File: config.mk
export PLATFORM = sky130hd
export DESIGN_NAME = multibyte_add_seq
export DESIGN_NICKNAME = d
export VERILOG_FILES = /design/src/rtl/multibyte_add_seq.sv
export SDC_FILE = /design/constraint.sdc
export NUM_CORES = 1
export LEC_CHECK = 0
export ABC_AREA = 1
export CAP_MARGIN = 40
export CORE_MARGIN = 8
export CORE_UTILIZATION = 30
export DETAILED_ROUTE_END_ITERATION = 10
export MAX_ROUTING_LAYER = met4
export PLACE_DENSITY = 0.51
export SYNTH_ARGS = -nofsm -noshare
export SYNTH_HDL_FRONTEND = slang
export SYNTH_SLANG_ARGS = --single-unit
File: constraint.sdc
create_clock -name clk -period 3.7 [get_ports clk]
set_input_delay 0.37 -clock clk [delete_from_list [all_inputs] [get_ports clk]]
set_output_delay 0.37 -clock clk [all_outputs]
set_load 0.1 [all_outputs]
File: src/rtl/multibyte_add_seq.sv
// rtl/multibyte_add_seq.sv - W-bit add/subtract sequenced one byte per cycle through a single 8-bit adder
module multibyte_add_seq #(
    parameter int NBYTES = 4
) (
    input  logic                  clk,
    input  logic                  rst,
    input  logic                  start,
    input  logic                  sub,
    input  logic [8*NBYTES-1:0]   a,
    input  logic [8*NBYTES-1:0]   b,
    input  logic                  ci,
    output logic                  busy,
    output logic                  done,
    output logic [8*NBYTES-1:0]   s,
    output logic                  co,
    output logic                  ovf
);

    localparam int W  = 8 * NBYTES;
    localparam int KW = (NBYTES > 1) ? $clog2(NBYTES) : 1;
    localparam logic [KW-1:0] KLAST = KW'(NBYTES - 1);

    typedef enum logic [1:0] {IDLE, RUN, DONE} state_t;

    state_t          state;
    logic [W-1:0]    a_reg;
    logic [W-1:0]    b_reg;
    logic            carry;
    logic [KW-1:0]   k;

    logic [7:0]      a_byte;
    logic [7:0]      b_byte;
    logic [7:0]      sum;
    logic            add_co;

    always_comb begin
        a_byte = '0;
        b_byte = '0;
        for (int i = 0; i < NBYTES; i++) begin
            if (k == KW'(i)) begin
                a_byte = a_reg[8*i +: 8];
                b_byte = b_reg[8*i +: 8];
            end
        end
    end

    // The one shared 8-bit adder; every byte slice goes through it.
    assign {add_co, sum} = {1'b0, a_byte} + {1'b0, b_byte} + {8'd0, carry};

    assign busy = (state == RUN);
    assign done = (state == DONE);

    always_ff @(posedge clk) begin
        if (rst) begin
            state <= IDLE;
            a_reg <= '0;
            b_reg <= '0;
            carry <= 1'b0;
            k     <= '0;
            s     <= '0;
            co    <= 1'b0;
            ovf   <= 1'b0;
        end else begin
            case (state)
                IDLE, DONE: begin
                    if (start) begin
                        // Subtraction is a + ~b + 1, so invert b once at latch time.
                        a_reg <= a;
                        b_reg <= sub ? ~b : b;
                        carry <= sub ? 1'b1 : ci;
                        k     <= '0;
                        s     <= '0;
                        state <= RUN;
                    end else begin
                        state <= IDLE;
                    end
                end
                RUN: begin
                    for (int i = 0; i < NBYTES; i++) begin
                        if (k == KW'(i)) s[8*i +: 8] <= sum;
                    end
                    carry <= add_co;
                    if (k == KLAST) begin
                        co    <= add_co;
                        ovf   <= a_reg[W-1] ^ b_reg[W-1] ^ sum[7] ^ add_co;
                        state <= DONE;
                    end else begin
                        k <= k + 1'b1;
                    end
                end
                default: state <= IDLE;
            endcase
        end
    end

endmodule

# Word level (Yosys, flattened, before mapping)

Index checks and enable logic that the tools add are counted.
W data, S select, Z words.

ROM bits: 0
Output and inout bits: 36
Latch bits: 0
RAM bits: 0
Flip-flop bits (word level): 103
Bits of input ports: 69
Logic and storage cells: 65
Memories: 0

Multiplexer cells: 24
Divide/modulo/power cells: 0
$mul: 0
Reduce and logical (&&, ||, !) cells: 12
Bitwise operators: 4
Order comparisons: 0
Eq/ne operators: 11
Add/subtract/negate cells: 3
Shift operators: 0

Operators with widths:

| operator              | number |
|---|---|
| $mux W8               | 12 |
| $mux W32              | 2 |
| $pmux W32 S2          | 1 |
| $not A32 Y32          | 1 |
| $reduce_and A3 Y1     | 5 |
| $add A8 B8 Y9         | 1 |
| $add A9 B1 Y9         | 1 |
| $ne A2 B1 Y1 const B  | 4 |
| $pmux W2 S2           | 2 |
| $eq A2 B2 Y1 const B  | 3 |
| $mux W2               | 3 |
| $reduce_and A2 Y1     | 3 |
| $eq A2 B1 Y1 const B  | 2 |
| $logic_not A2 Y1      | 2 |
| $ne A2 B2 Y1 const B  | 2 |
| $mux W1               | 3 |
| $xor A1 B1 Y1         | 3 |
| $add A2 B1 Y2 const B | 1 |
| $pmux W1 S2           | 1 |
| $reduce_bool A2 Y1    | 1 |
| $reduce_or A2 Y1      | 1 |

# Logic depth before layout (Yosys ltp)

Gate-level depths: netlist of run 1.

Depth after elaboration: 9
Gate-level depth with buffers: 21

# Worst setup path before layout of run 1

OpenSTA, ideal clock, no wires.

Path type: register to register
From: reg k[1]
To: reg s[14]
Setup slack: 689 ps
Clock period less this slack: 3011 ps
Data arrival time: 2877 ps
Setup time: 134 ps
Buffers on the path: 2
Stages on the path, launching flop included: 17
Cell sequence: dfxtp_1 > inv_1 > ha_1 > buf_2 > nor2_1 > buf_4 > a22oi_1 > o21ai_0 > o21ai_0 > fa_1 > fa_1 > inv_1 > nand4_1 > o211ai_1 > a21oi_1 > o21ai_0 > a21oi_1

Longest elaborated chain between the ends: 9
Elaborated cells on any way between the ends: 18
Those cells by class: add/sub (2); eq/ne (4); mux (10); reduce/logical (2)

Ends and longest elaborated chain:

| item                           | RTL line | source |
|---|---|---|
| start: declaration             | 29       | `logic [KW-1:0] k;` |
| start signal: assignment       | 88       | `k <= k + 1'b1;` |
| $logic_not A2 Y1               | 40       | `if (k == KW'(i)) begin` |
| $mux W8 (4 in series)          | 40       |  |
| $add A8 B8 Y9                  | 48       | `assign {add_co, sum} = {1'b0, a_byte} + {1'b0, b_byte} + {8'd0, carry};` |
| $add A9 B1 Y9                  | 48       |  |
| $mux W8                        | 80       | `if (k == KW'(i)) s[8*i +: 8] <= sum;` |
| $pmux W32 S2                   | 64       | `case (state)` |
| end signal: indexed assignment | 80       |  |
| end: declaration               | 14       | `output logic [8*NBYTES-1:0] s,` |

Several ways; a longest one is shown, not always the timed one. The select of a mux whose other input is x is not followed.
A chain may end at the register's enable or synchronous reset.

# Worst setup path after layout of run 1

From: reg k[1]
To: reg s[30]

The elaborated chain is that of the path after synthesis.

==> results.toml, run 1 <==
[clock_tree]
path_clk_slew_ps = 70
postCtsSetupBuffers = 0
clk_latency_ps = 340
cts-buffers-inserted = 9
cts_resized = 0
root_buffer = "clkbuf_16"
cts_tree = "built"
htree_levels = 3
cts_buffer_depth = 2
cts_sinks = 103
holdBufCountCts = 0

[critical_path]
crit_start = "k[1]"
worstPathMaxFanout = 15
rr_startpoint = "k[1]"
critical_path_class = "flop to flop"
reg2reg_depth = 15
endpoint = "s[30]"
r2r_slack_ps = 400
startpoint_type = "flop"
worstReg2RegEnd = "s[30]"
critPathCaptureType = "flop"
cp.required_ps = 3900
arrival_ps = 3500

[pwr]
p_sw_frac = 0.317
clkPwrFrac = 0.322
p_sw_mw = 0.994
leakage_nw = 2.69
power_density_mw_per_mm2 = 462
vdd_drop_max_uv = 242
p_comb_frac = 0.279
p_int_mw = 2.15
power_mw = 3.14
p_seq_frac = 0.399

[sta]
max_freq_mhz = 303
slew_viol_final = 0
slew-limit-headroom = 0.440
fin_ws_ps = 396
min_period_ps = 3300
rsz0062_at_grt = "false"
period_share = 0.893
finalSetupTns_ps = 0
finalSetupViolations = 0
finalHoldViolations = 0
worstMarginPinSlew_ps = 840
finClkSkew_ps = 9.19

[detailed_routing]
drc = 0
via_per_inst = 4.65
firstDrtPassIters = 4
ant_nets = 0
wl_um = 13900
vias = 4432
drt_iter0_drc = 269
wl_per_cell_um = 14.5

[finish]
layout-drive-gt1-share = 0.100
final_nets = 815
final_cell_mix = "dfxtp_1 (103), clkdlybuf4s50_1 (103), o21ai_0 (100), nor2_1 (90), a21oi_1 (87)"
n_antenna_cell = 0
final_core_util = 0.434
area.growth.synth_to_final_pct = 43.5

[floorplan]
start_util = 0.302
die_y_um = 142
io_pins = 105
die_w_um = 142
rows = 46
core_area_mm2 = 0.0157
die-area_mm2 = 0.0201

[synthesis]
ys_async_sr_fraction = 0
netlist_instances = 615
synth_fp_nets = 697
netlist_area_mm2 = 0.00473
syn_area_per_cell_um2 = 7.70
synth.distinct_cells = 34
seq_area_frac_synth = 0.436
yosys_warnings = 0
ys_ff_latch = 103
synth-main-ff-cell = "dfxtp_1"
synth_edf_count = 0

[grt]
grt_pass1_vias = 4479
grt_max_degree = 73
grt_pass1_wl_um = 22400
grt-ovfl-total = 0
grt_usage = 0.142
antenna_found_initial = 0

[status]
status = "finished clean"

[min_path]
hp-class = "flop to flop"

[place]
port_buffers = 104
hpwl_um = 10700
dp_slack_ps = 383
gp_congestion = 0.924

[flow_run]
cap_viol_max_count = 0
## stage by stage
stage / hold WS (ps) / cell area (um2) / std cells
2_1_floorplan: 450 / 4730 / 615
3_3_place_gp: 454 / 5910 / 902
3_5_place_dp: 460 / 6470 / 938
4_1_cts: 470 / 6790 / 953
5_1_grt: 490 / 6790 / 953
6_report: 471 / 6790 / 953
## kinds of logic (layout without fill, tap and decap cells)
| logic type | after synthesis | count (layout) | share of synthesized area |
|---|---|---|---|
| xor+xnor | 33 | 33 | 0.0610 |
| buf+inv | 79 | 201 | 0.0719 |
| flops | 103 | 103 | 0.436 |
| fa+ha+maj | 13 | 13 | 0.0375 |
| simple gates | 167 | 167 | 0.142 |
| compound gates | 220 | 220 | 0.252 |
## metal layers
metal	global-route usage	wire length, um
met1	0.177	6630
met2	0.235	6360
met3	0.0222	649
met4	0.0407	213
met5	-	0
## power groups by stage
stage	sequential (mW)	clock, mW	combinational (mW)
6_report	1.25	1.01	0.875
3_3_place_gp	1.28	0	0.779
4_1_cts	1.25	1.04	0.882
3_5_place_dp	1.28	0	0.879
5_1_grt	1.26	1.08	0.949
2_1_floorplan	1.45	0	0.371
## critical path: stages, from the launching register on
cell and delay, ps:
dfxtp_1 390, inv_1 90, ha_1 210, nor2_1 110, buf_4 240, a22oi_1 100, o21ai_0 160, o21ai_0 190
fa_1 490, fa_1 410, inv_1 100, nand4_1 90, o211ai_1 120, a21oi_1 90, o21ai_0 240, a21oi_1 130
## cells in the mapped netlist (3+ instances only)
library cell | instances | area share
a21oi_1 | 87 | 0.092
nor2_1 | 90 | 0.071
xnor2_1 | 32 | 0.059
o21ai_1 | 5 | 0.0053
a22o_1 | 3 | 0.0056
inv_2 | 4 | 0.0032
inv_1 | 32 | 0.025
nand3_1 | 15 | 0.016
o21ai_0 | 100 | 0.11
o22ai_1 | 3 | 0.0040
buf_6 | 3 | 0.0071
nand2_1 | 56 | 0.044
dfxtp_1 | 103 | 0.44
ha_1 | 11 | 0.029
buf_2 | 11 | 0.012
a221oi_1 | 5 | 0.0092
clkbuf_1 | 25 | 0.020
a22oi_1 | 7 | 0.011
## area by class of cell
type	instances	area (um2)
clock buffer	10	239
sequential	103	2060
timing repair buffer	149	1670
fill	1577	8860
inverter	37	139
multi-input combinational	433	2330
clock inverter	5	82.6
tap	216	270
## worst min-delay path by stage
stage / from / end / slack, ps / cells past startpoint
4_1_cts: s[15] / s[15] / 470 / 2
3_5_place_dp: s[15] / s[15] / 460 / 2
5_1_grt: s[15] / s[15] / 490 / 2
2_1_floorplan: a_reg[20] / a_reg[20] / 450 / 2
6_report: s[15] / s[15] / 470 / 2
3_3_place_gp: s[17] / s[17] / 450 / 2
No activity file was read; power rests on OpenSTA's default activity.
==> inputs of run 2 (changes only) <==
--- a/config.mk
+++ b/config.mk
@@ -6,10 +6,11 @@
 export NUM_CORES = 1
 export LEC_CHECK = 0
 export ABC_AREA = 1
-export CAP_MARGIN = 40
 export CORE_MARGIN = 8
 export CORE_UTILIZATION = 30
 export DETAILED_ROUTE_END_ITERATION = 10
+export GPL_ROUTABILITY_DRIVEN = 0
+export GPL_TIMING_DRIVEN = 1
 export MAX_ROUTING_LAYER = met4
 export PLACE_DENSITY = 0.51
 export SYNTH_ARGS = -nofsm -noshare
==> results.toml, run 2 (same netlist as run 1, synthesis figures left out) <==
[status]
status = "finished clean"

[pwr]
vdd_drop_max_uv = 241
power_density_mw_per_mm2 = 472
leakage_nw = 2.39

[grt]
met3_usage = 0.0323
grt_pass1_vias = 4349
grt_max_degree = 73
grt_usage = 0.145
met2_usage = 0.217
grt-ovfl-total = 0
antenna_found_initial = 0
grt_use_met1 = 0.186
grt_pass1_wl_um = 22500
top_usage_layer = "met2"

[critical_path]
critical_path_class = "flop to flop"
cp.required_ps = 3910
critPathCaptureType = "flop"
worstPathMaxFanout = 15
startpoint_type = "flop"
arrival_ps = 3550
reg2reg_depth = 15

[sta]
finalSetupTns_ps = 0
worstMarginPinSlew_ps = 1010
rsz0062_at_grt = "false"
min_period_ps = 3340
finalHoldViolations = 0
max_freq_mhz = 299
slew-limit-headroom = 0.327
fin_ws_ps = 356
slew_viol_final = 0
period_share = 0.904
finClkSkew_ps = 6.36
finalSetupViolations = 0

[clock_tree]
clk_latency_ps = 350
root_buffer = "clkbuf_16"
cts_buffer_depth = 2
postCtsSetupBuffers = 0
holdBufCountCts = 0
cts-buffers-inserted = 9
cts_sinks = 103
path_clk_slew_ps = 70
cts_tree = "built"
cts_resized = 0
htree_levels = 3

[detailed_routing]
wl_um = 13800
drc = 0
wl_per_cell_um = 15.1
ant_nets = 0
drt_iter0_drc = 237
firstDrtPassIters = 4
vias = 4259
via_per_inst = 4.64

[place]
hpwl_um = 10400
dp_cells = 902
port_buffers = 104
dp_slack_ps = 399

[finish]
layout-drive-gt1-share = 0.0528
fin_cells = 917
area.growth.synth_to_final_pct = 30.3
final_nets = 779
final_cell_mix = "dfxtp_1 (103), clkdlybuf4s50_1 (103), o21ai_0 (100), nor2_1 (90), a21oi_1 (87)"
n_antenna_cell = 0

[floorplan]
start_util = 0.302
die_y_um = 142
die-area_mm2 = 0.0201
rows = 46
core_area_mm2 = 0.0157
io_pins = 105
die_w_um = 142

[flow_run]
cap_viol_max_count = 0

[min_path]
hold_path_depth = 2
hp-class = "flop to flop"
-- run 2: changes by cell type in the layout (fill, tap and decap cells not counted), sizes merged --
cell,before,now
bufinv,2,0
buf,46,10
inv,35,36
clkinvlp,0,1
-- run 2: through the flow --
step	instance area [um2]	util	total power [mW]	hold WS, ps
after CTS	6170	0.394	2.94	464
after floorplan	4730	-	1.82	450
final	6170	0.394	2.91	463
after detailed placement	5910	0.377	2.07	454
after global routing	6170	0.394	3.06	483
after global placement	5910	0.377	2.06	454
-- run 2: routing by layer --
layer / part of all wire / vias up
li1: - / 2225
met1: 0.49 / 1891
met2: 0.43 / 120
met3: 0.053 / 23
met4: 0.024 / 0
met5: 0 / -
-- run 2: path summary, 6_finish.rpt --
path / start / endpoint / slack, ps
max: k[1] / s[30] / 360
min: s[16] / s[16] / 460
max reg2reg: k[1] / s[30] / 360
min reg2reg: s[16] / s[16] / 460
-- run 2: final cells by class --
type                       instances  area, um2
clock buffer                      10        229
clock inverter                     5       35.0
fill                            1664       9480
inverter                          37        139
multi-input combinational        433       2330
sequential                       103       2060
tap                              216        270
timing repair buffer             113       1100
-- run 2: power breakdown --
part           internal, mW  total [mW]  switching (mW)
clock                 0.454       0.872           0.419
combinational         0.264       0.786           0.523
sequential             1.20        1.25          0.0531
-- run 2: worst max-delay path: stages, from the launching register on --
cell and delay [ps]:
dfxtp_1 370, inv_1 90, ha_1 210, nor2_1 110
buf_4 250, a22oi_1 100, o21ai_0 180, o21ai_0 200
fa_1 490, fa_1 400, inv_1 110, nand4_1 90
o211ai_1 120, a21oi_1 80, o21ai_0 260, a21oi_1 130
